==> src/rtl/karatsuba_seq_mul32.sv <==
// Sequential 32x32 unsigned Karatsuba multiplier that time-shares one external 16x16 core.
// Optional macro KSM_ZERO_SKIP_EN: zero operands bypass the core and complete in one edge.
module karatsuba_seq_mul32 #(
  parameter int W  = 32,
  parameter int HW = 16
) (
  input  logic           clk,
  input  logic           rst_n,
  input  logic           in_valid,
  output logic           in_ready,
  input  logic [W-1:0]   x,
  input  logic [W-1:0]   y,
  output logic [HW-1:0]  mul_x,
  output logic [HW-1:0]  mul_y,
  input  logic [W-1:0]   mul_p,
  output logic           out_valid,
  input  logic           out_ready,
  output logic [2*W-1:0] p
);

  typedef enum logic [2:0] {IDLE, MUL_HH, MUL_LL, MUL_MID, COMBINE, DONE} state_t;

  state_t          state_q;
  logic            in_ready_q, out_valid_q;
  logic [HW-1:0]   mul_x_q, mul_y_q;
  logic [HW-1:0]   xl_q, yl_q, sa_q, sb_q;
  logic            ca_q, cb_q;
  logic [W-1:0]    hh_q, ll_q, s_q;
  logic [2*W-1:0]  p_q, p_d;
  logic [HW:0]     sum_a, sum_b;
  logic            skip;

  // Recombination: sa/sb carries are folded back in so the core only ever sees 16-bit operands.
  function automatic logic [2*W-1:0] combine(
    input logic [W-1:0]  hh,
    input logic [W-1:0]  ll,
    input logic [W-1:0]  s,
    input logic [HW-1:0] sa,
    input logic [HW-1:0] sb,
    input logic          ca,
    input logic          cb
  );
    logic [W+2:0] t, mid;
    t = (W+3)'(s)
      + (ca ? ((W+3)'(sb) << HW) : (W+3)'(0))
      + (cb ? ((W+3)'(sa) << HW) : (W+3)'(0))
      + ((W+3)'(ca & cb) << W);
    mid = t - (W+3)'(hh) - (W+3)'(ll);
    return ((2*W)'(hh) << W) + ((2*W)'(mid) << HW) + (2*W)'(ll);
  endfunction

  assign sum_a = {1'b0, x[W-1:HW]} + {1'b0, x[HW-1:0]};
  assign sum_b = {1'b0, y[W-1:HW]} + {1'b0, y[HW-1:0]};
  assign p_d   = combine(hh_q, ll_q, s_q, sa_q, sb_q, ca_q, cb_q);

`ifdef KSM_ZERO_SKIP_EN
  assign skip = (x == '0) || (y == '0);
`else
  assign skip = 1'b0;
`endif

  always_ff @(posedge clk or negedge rst_n) begin
    if (!rst_n) begin
      state_q     <= IDLE;
      in_ready_q  <= 1'b1;
      out_valid_q <= 1'b0;
      mul_x_q     <= '0;
      mul_y_q     <= '0;
      xl_q        <= '0;
      yl_q        <= '0;
      sa_q        <= '0;
      sb_q        <= '0;
      ca_q        <= 1'b0;
      cb_q        <= 1'b0;
      hh_q        <= '0;
      ll_q        <= '0;
      s_q         <= '0;
      p_q         <= '0;
    end else begin
      case (state_q)
        IDLE: begin
          if (in_valid && in_ready_q) begin
            in_ready_q <= 1'b0;
            xl_q       <= x[HW-1:0];
            yl_q       <= y[HW-1:0];
            sa_q       <= sum_a[HW-1:0];
            ca_q       <= sum_a[HW];
            sb_q       <= sum_b[HW-1:0];
            cb_q       <= sum_b[HW];
            if (skip) begin
              p_q         <= '0;
              out_valid_q <= 1'b1;
              state_q     <= DONE;
            end else begin
              // Core operands are registered one state ahead of the capture.
              mul_x_q <= x[W-1:HW];
              mul_y_q <= y[W-1:HW];
              state_q <= MUL_HH;
            end
          end
        end
        MUL_HH: begin
          hh_q    <= mul_p;
          mul_x_q <= xl_q;
          mul_y_q <= yl_q;
          state_q <= MUL_LL;
        end
        MUL_LL: begin
          ll_q    <= mul_p;
          mul_x_q <= sa_q;
          mul_y_q <= sb_q;
          state_q <= MUL_MID;
        end
        MUL_MID: begin
          s_q     <= mul_p;
          mul_x_q <= '0;
          mul_y_q <= '0;
          state_q <= COMBINE;
        end
        COMBINE: begin
          p_q         <= p_d;
          out_valid_q <= 1'b1;
          state_q     <= DONE;
        end
        DONE: begin
          if (out_ready) begin
            out_valid_q <= 1'b0;
            in_ready_q  <= 1'b1;
            state_q     <= IDLE;
          end
        end
        default: begin
          state_q    <= IDLE;
          in_ready_q <= 1'b1;
        end
      endcase
    end
  end

  assign in_ready  = in_ready_q;
  assign out_valid = out_valid_q;
  assign mul_x     = mul_x_q;
  assign mul_y     = mul_y_q;
  assign p         = p_q;

endmodule

==> config.mk <==
export PLATFORM = sky130hd
export DESIGN_NAME = karatsuba_seq_mul32
export DESIGN_NICKNAME = d
export VERILOG_FILES = /design/src/rtl/karatsuba_seq_mul32.sv
export SDC_FILE = /design/constraint.sdc
export NUM_CORES = 1
export LEC_CHECK = 0
export ABC_AREA = 1
export CAP_MARGIN = 20
export CORE_ASPECT_RATIO = 0.6
export CORE_UTILIZATION = 55
export DETAILED_ROUTE_END_ITERATION = 10
export PLACE_DENSITY = 0.81
export SYNTH_ARGS = -nofsm -noshare
export SYNTH_HDL_FRONTEND = slang
export SYNTH_SLANG_ARGS = --single-unit
==> constraint.sdc <==
create_clock -name clk -period 6.7 [get_ports clk]
set_input_delay 1.675 -clock clk [delete_from_list [all_inputs] [get_ports clk]]
set_output_delay 1.675 -clock clk [all_outputs]
set_load 0.005 [all_outputs]
---- Word-level counts from Yosys, hierarchy flattened ----
Cells that the tools add are included.
W data, S select, Z words.
storage, ports and cells
  register bits ........................... 263
  input port bits ......................... 100
  logic and storage cells ................. 57
cells by class
  reductions and logical operators ........ 10
  add/sub/neg operators ................... 9
  equality and inequality tests ........... 7
  muxes and demuxes ....................... 14
  bitwise operators ....................... 2
operators by type and width
  kind                  number
  $pmux W16 S4          2
  $sub A35 B32 Y35      2
  $add A64 B32 Y64      1
  $add A64 B51 Y64      1
  $mux W32              2
  $add A34 B33 Y35      1
  $add A16 B16 Y17      2
  $add A33 B32 Y34      1
  $add A32 B32 Y33      1
  $mux W16              2
  $pmux W3 S6           1
  $reduce_and A2 Y1     4
  $eq A3 B2 Y1 const B  2
  $eq A3 B3 Y1 const B  2
  $mux W3               2
  $ne A2 B2 Y1 const B  2
  $reduce_bool A4 Y1    1
  $reduce_or A4 Y1      1
  $eq A3 B1 Y1 const B  1
  $logic_not A3 Y1      1
  $mux W1               3
  $pmux W1 S3           1
  $reduce_and A3 Y1     1
  $pmux W1 S2           1
  other kinds (4)       4

---- Longest topological paths before layout ----
  depth in word-level cells ............... 8
  gate-level depth with buffers ........... 32
  depth with buffers taken out ............ 32

---- Worst setup path after synthesis ----
No wires, ideal clock.
  path type ............................... register to register
  from .................................... register hh_q[25]
  to ...................................... register p_q[60] (netlist: p[60])
  stages on the path, launching flop included .. 26
  required time ........................... 6.582 ns
  slack ................................... 2.000 ns
  library setup time ...................... 0.118 ns
  data arrival time ....................... 4.582 ns
  period minus slack after synthesis ...... 4.700 ns
  cells stage by stage .................... dfrtp_1 fa_1 inv_1 fa_1 inv_1 fa_1 inv_1 ha_1 a21oi_1 a21boi_0 a21boi_0 nand3_1 xnor2_1 inv_1 ha_1 nand2_1 nor2_1 inv_1 nor2_1 nand2_1 nor2_1 nand2_1 nand3_1 nand2_1 nand3_1 nand2_1
between the ends
  cells in the longest elaborated chain, start to end .. 4
ends and longest elaborated chain
  item                           RTL line  source
  start, declared                28        logic [W-1:0] hh_q, ll_q, s_q;
  start signal, assigned         103       hh_q <= mul_p;
  $sub A35 B32 Y35 (2 in a row)  48        mid = t - (W+3)'(hh) - (W+3)'(ll);
  $add A64 B51 Y64 *             49        return ((2*W)'(hh) << W) + ((2*W)'(mid) << HW) + (2*W)'(ll);
  $add A64 B32 Y64 *             49
  end signal, assigned           121       p_q <= p_d;
  end, declared                  29        logic [2*W-1:0] p_q, p_d;
Every way passes the cells marked *; elsewhere a longest branch is shown, timed or not.
A chain may end at the register's enable or synchronous reset.

---- Final worst setup path ----
  from .................................... register hh_q[17]
  to ...................................... register p_q[48] (netlist: p[48])
between the ends
  cells in the longest elaborated chain, start to end .. 4
ends and longest elaborated chain
  item                           RTL line
  $sub A35 B32 Y35 (2 in a row)  48
  $add A64 B51 Y64               49
  $add A64 B32 Y64               49
Every way passes these cells.

==> flow_metrics.py <==
metrics = {
    "yosys": {
        "seq_area_frac_synth": 0.338,
        "netlist.area_leader.share": 0.337,
        "synth-edff-count": 0,
        "async_flop_share": 1.00,
        "ys_warn_count": 0,
        "syn_area_per_cell_um2": 7.29,
        "synthTopCellsByArea": "dfrtp_1 34%, nand2_1 16%, inv_1 8.8%, ha_1 8.4%, fa_1 7.1%",
        "synth_top_cell_by_area": "dfrtp_1",
        "synth-seq-cells": 263,
        "synthDistinctLibCells": 48,
        "ys_top_cells_by_count": "832 x nand2_1, 454 x inv_1, 262 x dfrtp_1",
        "synthMostInstantiatedCell": "nand2_1",
        "syn_inst": 2670,
        "netlist_area_um2": 19500,
        "synth_flop_cell": "dfrtp_1",
        "synth_nets": 2970,
    },
    "sta": {
        "maxSlewHeadroom": 0.233,
        "slew_violations": 0,
        "timing.setup.tns_ns": 0,
        "min_period_ns": 6.20,
        "finalCritPeriodShare": 0.925,
        "finalClockSkew_ns": 0.0161,
        "finalHoldViolCount": 0,
        "rsz0062_at_grt": "no",
        "worst_pin_slew_ns": 1.15,
        "setup_viol": 0,
        "max_freq_mhz": 161,
    },
    "route": {
        "totalWireLength_um": 70700,
        "drcViolationCount": 0,
        "final_antenna_net_count": 0,
        "routedWlPerCell_um": 21.3,
        "vias": 19000,
        "via_per_inst": 5.73,
        "drtIter0Drc": 2374,
        "dr.pass1.iters": 6,
    },
    "place": {
        "gp_congestion": 1.02,
        "place_hpwl_um": 56300,
        "io_buffers": 197,
    },
    "global_routing": {
        "grt_max_degree": 144,
        "grt-ovfl-total": 0,
        "grt_pass1_vias": 17600,
        "groute.usage.overall": 0.390,
        "antenna_found_initial": 2,
        "grt_first_pass_wirelength_um": 106000,
    },
    "clocking": {
        "cts_root_buffer": "clkbuf_16",
        "cts_buffer_depth": 3,
        "path_clk_slew_ns": 0.07,
        "cts_buffers": 27,
        "clock-sinks": 263,
        "cts-hold-fix-buffers": 0,
        "postCtsSetupRepairBufs": 0,
        "cts_max_level": 1,
        "cts_tree": "done",
        "clock_latency_ns": 0.57,
        "post_cts_resized": 0,
    },
    "setup_path": {
        "critPathKind": "flip-flop to flip-flop",
        "cp_max_fo": 5,
        "critPathTopFamily": "simple AND/OR/NAND/NOR gates",
        "cp_slowest_cell": "fa_1",
        "path_buf_inv": 4,
        "startpoint_type": "flip-flop",
        "cp.arrival_ns": 6.65,
        "cpMostUsedCell": "nand2_1",
        "cp_slowest_stage_delay_ns": 0.59,
        "endpoint_kind": "flip-flop",
        "path_depth": 27,
        "cp.required_ns": 7.15,
        "rr_worst_depth": 27,
    },
    "floorplanning": {
        "io_pins": 198,
        "start_util": 0.568,
        "die-height_um": 148,
        "die_x_um": 245,
        "rows": 52,
        "die_area_um2": 36200,
        "placeableCoreArea_um2": 34300,
    },
    "worst_hold_path": {
        "hp-class": "flip-flop to flip-flop",
        "whs_path_depth": 2,
    },
    "job": {
        "drv_cap": 0,
    },
    "cells_and_area": {
        "multi_input_area_um2": 10800,
        "area_growth_pct": 16.8,
        "nFillCells": 2922,
        "register_area_um2": 6580,
        "finalNetCount": 3134,
        "antennaDiodeCount": 0,
        "drive_gt1_frac": 0.0343,
    },
    "status": {
        "status": "complete, no violations",
    },
}
-- metrics by stage --
stage | setup slack (ns) | hold slack [ns] | instances | area [um2] | util
3_5_place_dp | 0.820 | 0.459 | 3263 | 21800 | 0.635
5_1_grt | 0.353 | 0.492 | 3313 | 22700 | 0.663
2_1_floorplan | 2.00 | 0.438 | 2670 | 19500 | -
4_1_cts | 0.778 | 0.475 | 3312 | 22700 | 0.662
3_3_place_gp | 0.762 | 0.450 | 3263 | 21800 | 0.635
6_report | 0.504 | 0.472 | 3313 | 22700 | 0.663
-- metal layers --
| layer | GRT usage | vias up | part of all wire | wire (um) |
|---|---|---|---|---|
| met2 | 0.511 | 1076 | 0.38 | 26900 |
| met1 | 0.608 | 9064 | 0.46 | 32400 |
| met5 | 0 | - | 0.00011 | 8 |
| met4 | 0.0559 | 2 | 0.015 | 1090 |
| li1 | - | 8752 | - | - |
| met3 | 0.149 | 101 | 0.15 | 10400 |
-- worst min-delay path: cells and delay by family (launching register included) --
kind / cells / cell delay, ns
DFF: 1 / 0.34
and+or+nand+nor: 2 / 0.10
-- path summary, 6_finish.rpt --
kind                                       from              endpoint  slack [ns]
setup / recovery           hh_q[17]$_DFFE_PN0N_     p[48]$_DFFE_PN0P_        0.50
hold / removal                 p[1]$_DFFE_PN0P_      p[1]$_DFFE_PN0P_        0.47
setup reg to reg           hh_q[17]$_DFFE_PN0N_     p[48]$_DFFE_PN0P_        0.50
hold reg to reg                p[1]$_DFFE_PN0P_      p[1]$_DFFE_PN0P_        0.47
max in group asynchronous                 rst_n     p[57]$_DFFE_PN0P_        4.14
min in group asynchronous                 rst_n  mul_y[7]$_DFFE_PN0P_        1.22
-- state kept, by name, indices dropped and copies added, names as in the netlist --
name       count
sa_q          16
sb_q          16
out_valid      1
in_ready       1
mul_x         16
ll_q          32
p             64
state_q        3
xl_q          16
s_q           32
mul_y         16
cb_q           1
hh_q          32
ca_q           1
yl_q          16
-- cell usage in the layout (no fill, tap or decap), types with 14 or more instances in the layout --
master,Yosys,final
a21oi_1,100,100
clkbuf_16,0,27
o21ai_0,261,261
dfrtp_1,262,262
inv_1,454,454
nand3b_1,16,16
nand3_1,113,111
fa_1,69,69
nor3_1,15,15
clkdlybuf4s50_1,0,196
nand2_1,832,831
xor2_1,22,22
xnor2_1,30,30
nor2_1,144,144
o221ai_1,14,14
ha_1,131,131
nand4_1,19,19
-- cell type report --
cell class / instances / area share
multi-input cells: 1874 / 0.477
flip-flops and latches: 263 / 0.290
repair buffers: 209 / 0.0921
inverters: 459 / 0.0759
clock buffers: 34 / 0.0331
well taps: 459 / 0.0253
clock inverters: 15 / 0.00727
-- cell families (layout without fill, tap and decap cells) --
group / count (synthesis) / count (layout) / synth area share
DFF: 263 / 263 / 0.338
buffers and inverters: 533 / 717 / 0.106
muxes: 9 / 9 / 0.00656
and+or+nand+nor: 1168 / 1168 / 0.244
AOI/OAI and AO/OA: 445 / 445 / 0.126
adders and majority gates: 200 / 200 / 0.155
xor gates and xnor gates: 52 / 52 / 0.0234
Power is left out: the tool's default activity adds up to more than one toggle a clock period on the data nets, which glitch-free logic cannot reach.
